**config.mk**
```make
export PLATFORM = sky130hd
export DESIGN_NAME = joueur_ctrl
export DESIGN_NICKNAME = d
export VERILOG_FILES = /design/src/rtl/bomberman_pkg.sv /design/src/rtl/joueur_anim.sv /design/src/rtl/joueur_ctrl.sv
export SDC_FILE = /design/constraint.sdc
export NUM_CORES = 1
export LEC_CHECK = 0
export ABC_AREA = 1
export BUFFER_PORTS_ARGS = -buffer_cell sky130_fd_sc_hd__buf_2
export CAP_MARGIN = 40
export CORE_MARGIN = 4
export CORE_UTILIZATION = 35
export DETAILED_ROUTE_END_ITERATION = 8
export GPL_TIMING_DRIVEN = 0
export PLACE_DENSITY_LB_ADDON = 0.05
export SETUP_SLACK_MARGIN = 0.5
export SLEW_MARGIN = 20
export SYNTH_ARGS = -nofsm -noshare
export SYNTH_HDL_FRONTEND = slang
export SYNTH_SLANG_ARGS = --single-unit
```
**constraint.sdc**
```tcl
create_clock -name clk -period 3.7 [get_ports clk]
set_input_delay 0.185 -clock clk [delete_from_list [all_inputs] [get_ports clk]]
set_output_delay 0.185 -clock clk [all_outputs]
set_load 0.01 [all_outputs]
```
**src/rtl/bomberman_pkg.sv**
```systemverilog
// rtl/bomberman_pkg.sv - shared types and constants for the bomberman video blocks
package bomberman_pkg;

    localparam int HACTIVE     = 800;
    localparam int VACTIVE     = 600;
    localparam int SPRITE_SIZE = 32;
    localparam int COORD_W     = 11;

    typedef logic signed [COORD_W-1:0] coord_t;

    typedef enum logic [1:0] {
        DOWN  = 2'd0,
        UP    = 2'd1,
        LEFT  = 2'd2,
        RIGHT = 2'd3
    } dir_t;

    typedef enum logic [1:0] {
        IDLE   = 2'd0,
        SAMPLE = 2'd1,
        REQ    = 2'd2
    } ctrl_state_t;

    // Saturate a coordinate into an inclusive [lo, hi] window (signed compare).
    function automatic coord_t clamp_coord(input coord_t v, input coord_t lo, input coord_t hi);
        if (v < lo) begin
            return lo;
        end else if (v > hi) begin
            return hi;
        end else begin
            return v;
        end
    endfunction

endpackage

```
**src/rtl/joueur_anim.sv**
```systemverilog
// rtl/joueur_anim.sv - walk animation divider and 2-bit frame counter
module joueur_anim #(
    parameter int ANIM_DIV = 8
) (
    input  logic       clk,
    input  logic       reset_n,
    input  logic       clear,
    input  logic       advance,
    output logic [1:0] frame
);

    localparam int CNT_W = (ANIM_DIV > 1) ? $clog2(ANIM_DIV) : 1;
    localparam logic [CNT_W-1:0] CNT_LAST = CNT_W'(ANIM_DIV - 1);

    logic [CNT_W-1:0] anim_cnt;

    // Count committed moves; every ANIM_DIV-th move steps the walk frame.
    always_ff @(posedge clk or negedge reset_n) begin
        if (!reset_n) begin
            anim_cnt <= '0;
            frame    <= 2'd0;
        end else if (clear) begin
            anim_cnt <= '0;
            frame    <= 2'd0;
        end else if (advance) begin
            if (anim_cnt == CNT_LAST) begin
                anim_cnt <= '0;
                frame    <= frame + 2'd1;
            end else begin
                anim_cnt <= anim_cnt + 1'b1;
            end
        end
    end

endmodule

```
**src/rtl/joueur_ctrl.sv**
```systemverilog
// rtl/joueur_ctrl.sv - per-frame player move with map query handshake
module joueur_ctrl
    import bomberman_pkg::*;
#(
    parameter int START_X  = SPRITE_SIZE,
    parameter int START_Y  = SPRITE_SIZE,
    parameter int STEP     = 2,
    parameter int ANIM_DIV = 8,
    parameter int X_MIN    = SPRITE_SIZE,
    parameter int X_MAX    = HACTIVE - 2 * SPRITE_SIZE,
    parameter int Y_MIN    = SPRITE_SIZE,
    parameter int Y_MAX    = VACTIVE - 2 * SPRITE_SIZE
) (
    input  logic                clk,
    input  logic                reset_n,
    input  logic                frame_tick,
    input  logic                btn_up,
    input  logic                btn_down,
    input  logic                btn_left,
    input  logic                btn_right,
    output logic                req_valid,
    output logic signed [10:0]  req_x,
    output logic signed [10:0]  req_y,
    input  logic                resp_valid,
    input  logic                resp_free,
    output logic signed [10:0]  centerX,
    output logic signed [10:0]  centerY,
    output logic [3:0]          sprite_num
);

    localparam coord_t START_X_C = coord_t'(START_X);
    localparam coord_t START_Y_C = coord_t'(START_Y);
    localparam coord_t STEP_C    = coord_t'(STEP);
    localparam coord_t X_MIN_C   = coord_t'(X_MIN);
    localparam coord_t X_MAX_C   = coord_t'(X_MAX);
    localparam coord_t Y_MIN_C   = coord_t'(Y_MIN);
    localparam coord_t Y_MAX_C   = coord_t'(Y_MAX);

    ctrl_state_t state_q, state_d;
    dir_t        dir_q, sel_dir;
    coord_t      tgt_x, tgt_y;
    logic        btn_any, moved;
    logic        load_req, drop_req, commit, dir_load;
    logic        anim_clear, anim_adv;
    logic [1:0]  frame;

    assign btn_any    = btn_up | btn_down | btn_left | btn_right;
    assign moved      = (tgt_x != centerX) || (tgt_y != centerY);
    assign sprite_num = {dir_q, frame};

    // Button priority up > down > left > right, one clamped step on one axis.
    always_comb begin
        sel_dir = RIGHT;
        tgt_x   = centerX;
        tgt_y   = centerY;
        if (btn_up) begin
            sel_dir = UP;
            tgt_y   = clamp_coord(centerY - STEP_C, Y_MIN_C, Y_MAX_C);
        end else if (btn_down) begin
            sel_dir = DOWN;
            tgt_y   = clamp_coord(centerY + STEP_C, Y_MIN_C, Y_MAX_C);
        end else if (btn_left) begin
            sel_dir = LEFT;
            tgt_x   = clamp_coord(centerX - STEP_C, X_MIN_C, X_MAX_C);
        end else if (btn_right) begin
            sel_dir = RIGHT;
            tgt_x   = clamp_coord(centerX + STEP_C, X_MIN_C, X_MAX_C);
        end
    end

    // FSM state register.
    always_ff @(posedge clk or negedge reset_n) begin
        if (!reset_n) begin
            state_q <= IDLE;
        end else begin
            state_q <= state_d;
        end
    end

    // Next state and per-cycle control strobes; ticks outside IDLE are dropped.
    always_comb begin
        state_d    = state_q;
        load_req   = 1'b0;
        drop_req   = 1'b0;
        commit     = 1'b0;
        dir_load   = 1'b0;
        anim_clear = 1'b0;
        anim_adv   = 1'b0;
        case (state_q)
            IDLE: begin
                if (frame_tick) begin
                    state_d = SAMPLE;
                end
            end
            SAMPLE: begin
                state_d = IDLE;
                if (!btn_any) begin
                    anim_clear = 1'b1;
                end else begin
                    dir_load = 1'b1;
                    if (!moved) begin
                        anim_clear = 1'b1;
                    end else begin
                        load_req = 1'b1;
                        state_d  = REQ;
                    end
                end
            end
            REQ: begin
                if (resp_valid) begin
                    state_d  = IDLE;
                    drop_req = 1'b1;
                    if (resp_free) begin
                        commit   = 1'b1;
                        anim_adv = 1'b1;
                    end else begin
                        anim_clear = 1'b1;
                    end
                end
            end
            default: begin
                state_d = IDLE;
            end
        endcase
    end

    // Query registers, committed position and facing direction.
    always_ff @(posedge clk or negedge reset_n) begin
        if (!reset_n) begin
            req_valid <= 1'b0;
            req_x     <= START_X_C;
            req_y     <= START_Y_C;
            centerX   <= START_X_C;
            centerY   <= START_Y_C;
            dir_q     <= DOWN;
        end else begin
            if (dir_load) begin
                dir_q <= sel_dir;
            end
            if (load_req) begin
                req_valid <= 1'b1;
                req_x     <= tgt_x;
                req_y     <= tgt_y;
            end else if (drop_req) begin
                req_valid <= 1'b0;
            end
            if (commit) begin
                centerX <= req_x;
                centerY <= req_y;
            end
        end
    end

    joueur_anim #(
        .ANIM_DIV (ANIM_DIV)
    ) u_anim (
        .clk     (clk),
        .reset_n (reset_n),
        .clear   (anim_clear),
        .advance (anim_adv),
        .frame   (frame)
    );

endmodule

```
==> impl_metrics.toml <==
[synthesis]
netlist.area_leader.share_pct = 26.7
synthCells = 690
synth.top_cells.by_area = "dfrtp_1, nand2_1, nand3_1"
ys_async_sr_fraction_pct = 100
syn_nets = 710
ys_seq_elements = 54
synth_top_area_cell = "dfrtp_1"
seq_area_frac_synth_pct = 29.0
netlist_top_cells_count = "nand2_1, nand3_1, inv_1"
synth_cell_types = 45
avgSynthCellArea_um2 = 6.79
synth_ff_type = "dfrtp_1"
synth_area_um2 = 4680
synth-edff-count = 0
yosysWarnings = 0
synth_most_common_cell = "nand2_1"

[floorplan]
die_w_um = 124
rows = 41
num_io_pins = 58
die_h_um = 124
floorplan.initialDensity_pct = 36.4
dieArea_um2 = 15300
core-area_um2 = 12900

[worst_setup_path]
r2r_slack_ns = 0.73
cp_slowest_cell = "dfrtp_2"
cpMostUsedCell = "nand2_1"
critPathMaxFanout = 10
path_cells = "clkinv_4 > ha_2 > nand3_2 > inv_2 > nand2_1 > nand2_1 > nand2_1 > inv_1 > nand2_2 > nand2_2 > nand2_1 > o21ai_2 > nand2_1 > nand2_1 > nand2_1 > nor2_2 > nand3_2 > nor2_4 > nand2_4 > nand2_8 > buf_12 > nand2_1 > o31ai_1"
required_ns = 3.91
r2r_cells = 23
end_kind = "flip-flop"
reg2reg_from = "centerY[1]"
crit_type = "reg -> reg"
worstSetupStartpointType = "flip-flop"
r2r-end = "req_x[10]"
cp_slowest_stage_delay_ns = 0.48
critPathCapture = "req_x[10]"
cp-startpoint = "centerY[1]"
cp.arrival_ns = 3.18

[timing]
fin_crit_ns = 2.97
hold_ws_ns = 0.184
hold_violations = 0
slew_headroom_pct = 50.5
maxSlewViolCount = 0
fin_setup_tns_ns = 0
max_clock_freq_mhz = 336
fin_skew_ns = 0.0112
rsz0062_at_grt = "false"
post-route-period-util_pct = 80.4
finalSetupViolCount = 0
worst_slew_pin_slew_ns = 0.742

[detailed_routing]
viasPerCell = 5.16
dr.pass1.iters = 5
vias = 4875
wire_per_inst_um = 17.5
wirelength_um = 16500
drt_iter0_drc = 301
drt.antenna.violating_nets = 0
drc = 0

[clock_network]
cts.path.max_buffers = 2
clock_latency_ns = 0.31
cts_tree = "done"
clock-sinks = 54
htreeDepth = 2
clk_pin_slew_ns = 0.08
cts_root_buffer = "clkbuf_16"
cts_made_buffers = 5

[final_layout]
synthToLayoutAreaGrowth_pct = 20.6
drive_gt1_share_pct = 29.7
multi_input_area_um2 = 3010
fin_nets = 791
n_fill_cell = 1367
diodes = 0
regArea_um2 = 1360

[pwr]
pwr-share-clk_pct = 10.3
comb_power_share_pct = 68.0
p_seq_share_pct = 21.6
p_sw_share_pct = 53.5
p_leak_nw = 2.79
powerDensity_nw_per_um2 = 967
vdd.ir_drop.worst_v = 0.000460
switchingPower_mw = 2.93
internal_power_mw = 2.54

[grt]
grt_antenna_before_repair = 0
grt_pass1_vias = 4642
grt_max_degree = 55
grt-ovfl-total = 0
grt_pass1_wl_um = 25700
grt_usage_pct = 21.9

[outcome]
status = "finished, final reports clean"

[placement]
hpwl_um = 12400
port_buffers = 57
place.gp.congestion = 0.915

[job]
max-cap-violations = 0

[worst_hold_path]
hold_class = "in -> reg"
[stage by stage]
stage / worst slack (ns) / total power, mW / utilization [%] / instances / area [um2]
global route: 0.495 / 5.92 / 43.9 / 944 / 5650
detailed placement: 0.363 / 4.57 / 40.3 / 919 / 5190
floorplan: 0.948 / 3.54 / - / 690 / 4680
CTS: 0.506 / 5.18 / 41.8 / 928 / 5390
finish: 0.726 / 5.46 / 43.9 / 944 / 5650
global placement: 0.373 / 4.55 / 40.3 / 919 / 5180
[kinds of logic (layout without fill, tap and decap cells)]
group / count (synthesis) / after routing / share of synthesized area [%]
AOI/OAI and AO/OA: 103 / 103 / 14.2
and+or+nand+nor: 418 / 418 / 42.1
xor gates and xnor gates: 10 / 10 / 2.03
adders and majority gates: 11 / 11 / 2.94
DFF: 54 / 54 / 29.0
buffers and inverters: 93 / 175 / 9.51
muxes: 1 / 1 / 0.240
[placed cells by master, fill, tap and decap left out, drive strengths merged]
master and count:
o21ai 60, nand3b 2, nand3 80, a21oi 21, inv 64, o211ai 8
or2 1, and2 1, dfstp 4, a22oi 2, nand4 17, o31ai 2
o22ai 2, dlygate4sd3 1, mux2 1, buf 91, o21bai 2, xor2 9
a21boi 2, nor2 71, bufinv 1, o21a 4, clkinv 2, xnor2 1
dfrtp 50, nand2 244, clkbuf 14, clkinvlp 2, nor3 2, ha 11
[per-layer routing]
| metal | track usage (%) | routed length (um) | share of wire (%) |
|---|---|---|---|
| met5 | 0 | 0 | 0 |
| met4 | 6.23 | 290 | 1.8 |
| met3 | 3.41 | 834 | 5.1 |
| met2 | 37.8 | 8140 | 49 |
| met1 | 28.4 | 7220 | 44 |
[critical path: cells and delay by family, from the launching register on]
kind / cells / cell delay [ns]
adders and majority gates: 1 / 0.22
and+or+nand+nor: 16 / 1.53
DFF: 1 / 0.48
AOI/OAI and AO/OA: 2 / 0.21
buffers and inverters: 4 / 0.44
[sequential cells by signal (all words and copies together) (netlist names)]
name             count
req_y               11
req_valid            1
state_q              2
centerY             11
centerX             11
u_anim.anim_cnt      3
u_anim.frame         2
dir_q                2
req_x               11
[final cells by class]
type / count / area share, %
clock buffers: 6 / 2.28
well taps: 172 / 3.81
repair buffers: 74 / 7.40
clock inverters: 2 / 0.665
plain buffers: 26 / 3.72
flip-flops and latches: 54 / 24.1
inverters: 67 / 4.79
multi-input cells: 543 / 53.3
[power groups by stage]
stage / logic (mW) / registers, mW / clock network [mW]
floorplan: 2.32 / 1.22 / 0
global placement: 3.37 / 1.18 / 0
detailed placement: 3.39 / 1.19 / 0
CTS: 3.43 / 1.18 / 0.576
global route: 4.11 / 1.22 / 0.597
finish: 3.72 / 1.18 / 0.565
[how the worst min path moves through the flow]
stage                          start         end  slack, ns  cells past startpoint
after CTS                 resp_valid   req_valid       0.18                      4
after global routing      resp_valid   req_valid       0.20                      4
after floorplan              reset_n  centerX[0]      -0.11                      0
after detailed placement     reset_n  centerX[1]       0.31                      1
final                     resp_valid   req_valid       0.18                      4
after global placement     req_valid   req_valid       0.46                      2
[timing repair]
action / 4_1_cts / 5_1_grt
hold endpoints to repair: 50 / 0
hold buffers: 1 / 0
resized for setup: 9 / 47
pin swaps: 0 / 14
setup endpoints to repair: 29 / 29
setup buffers: 0 / 16
Note: power is estimated with default switching activity, not from simulation.
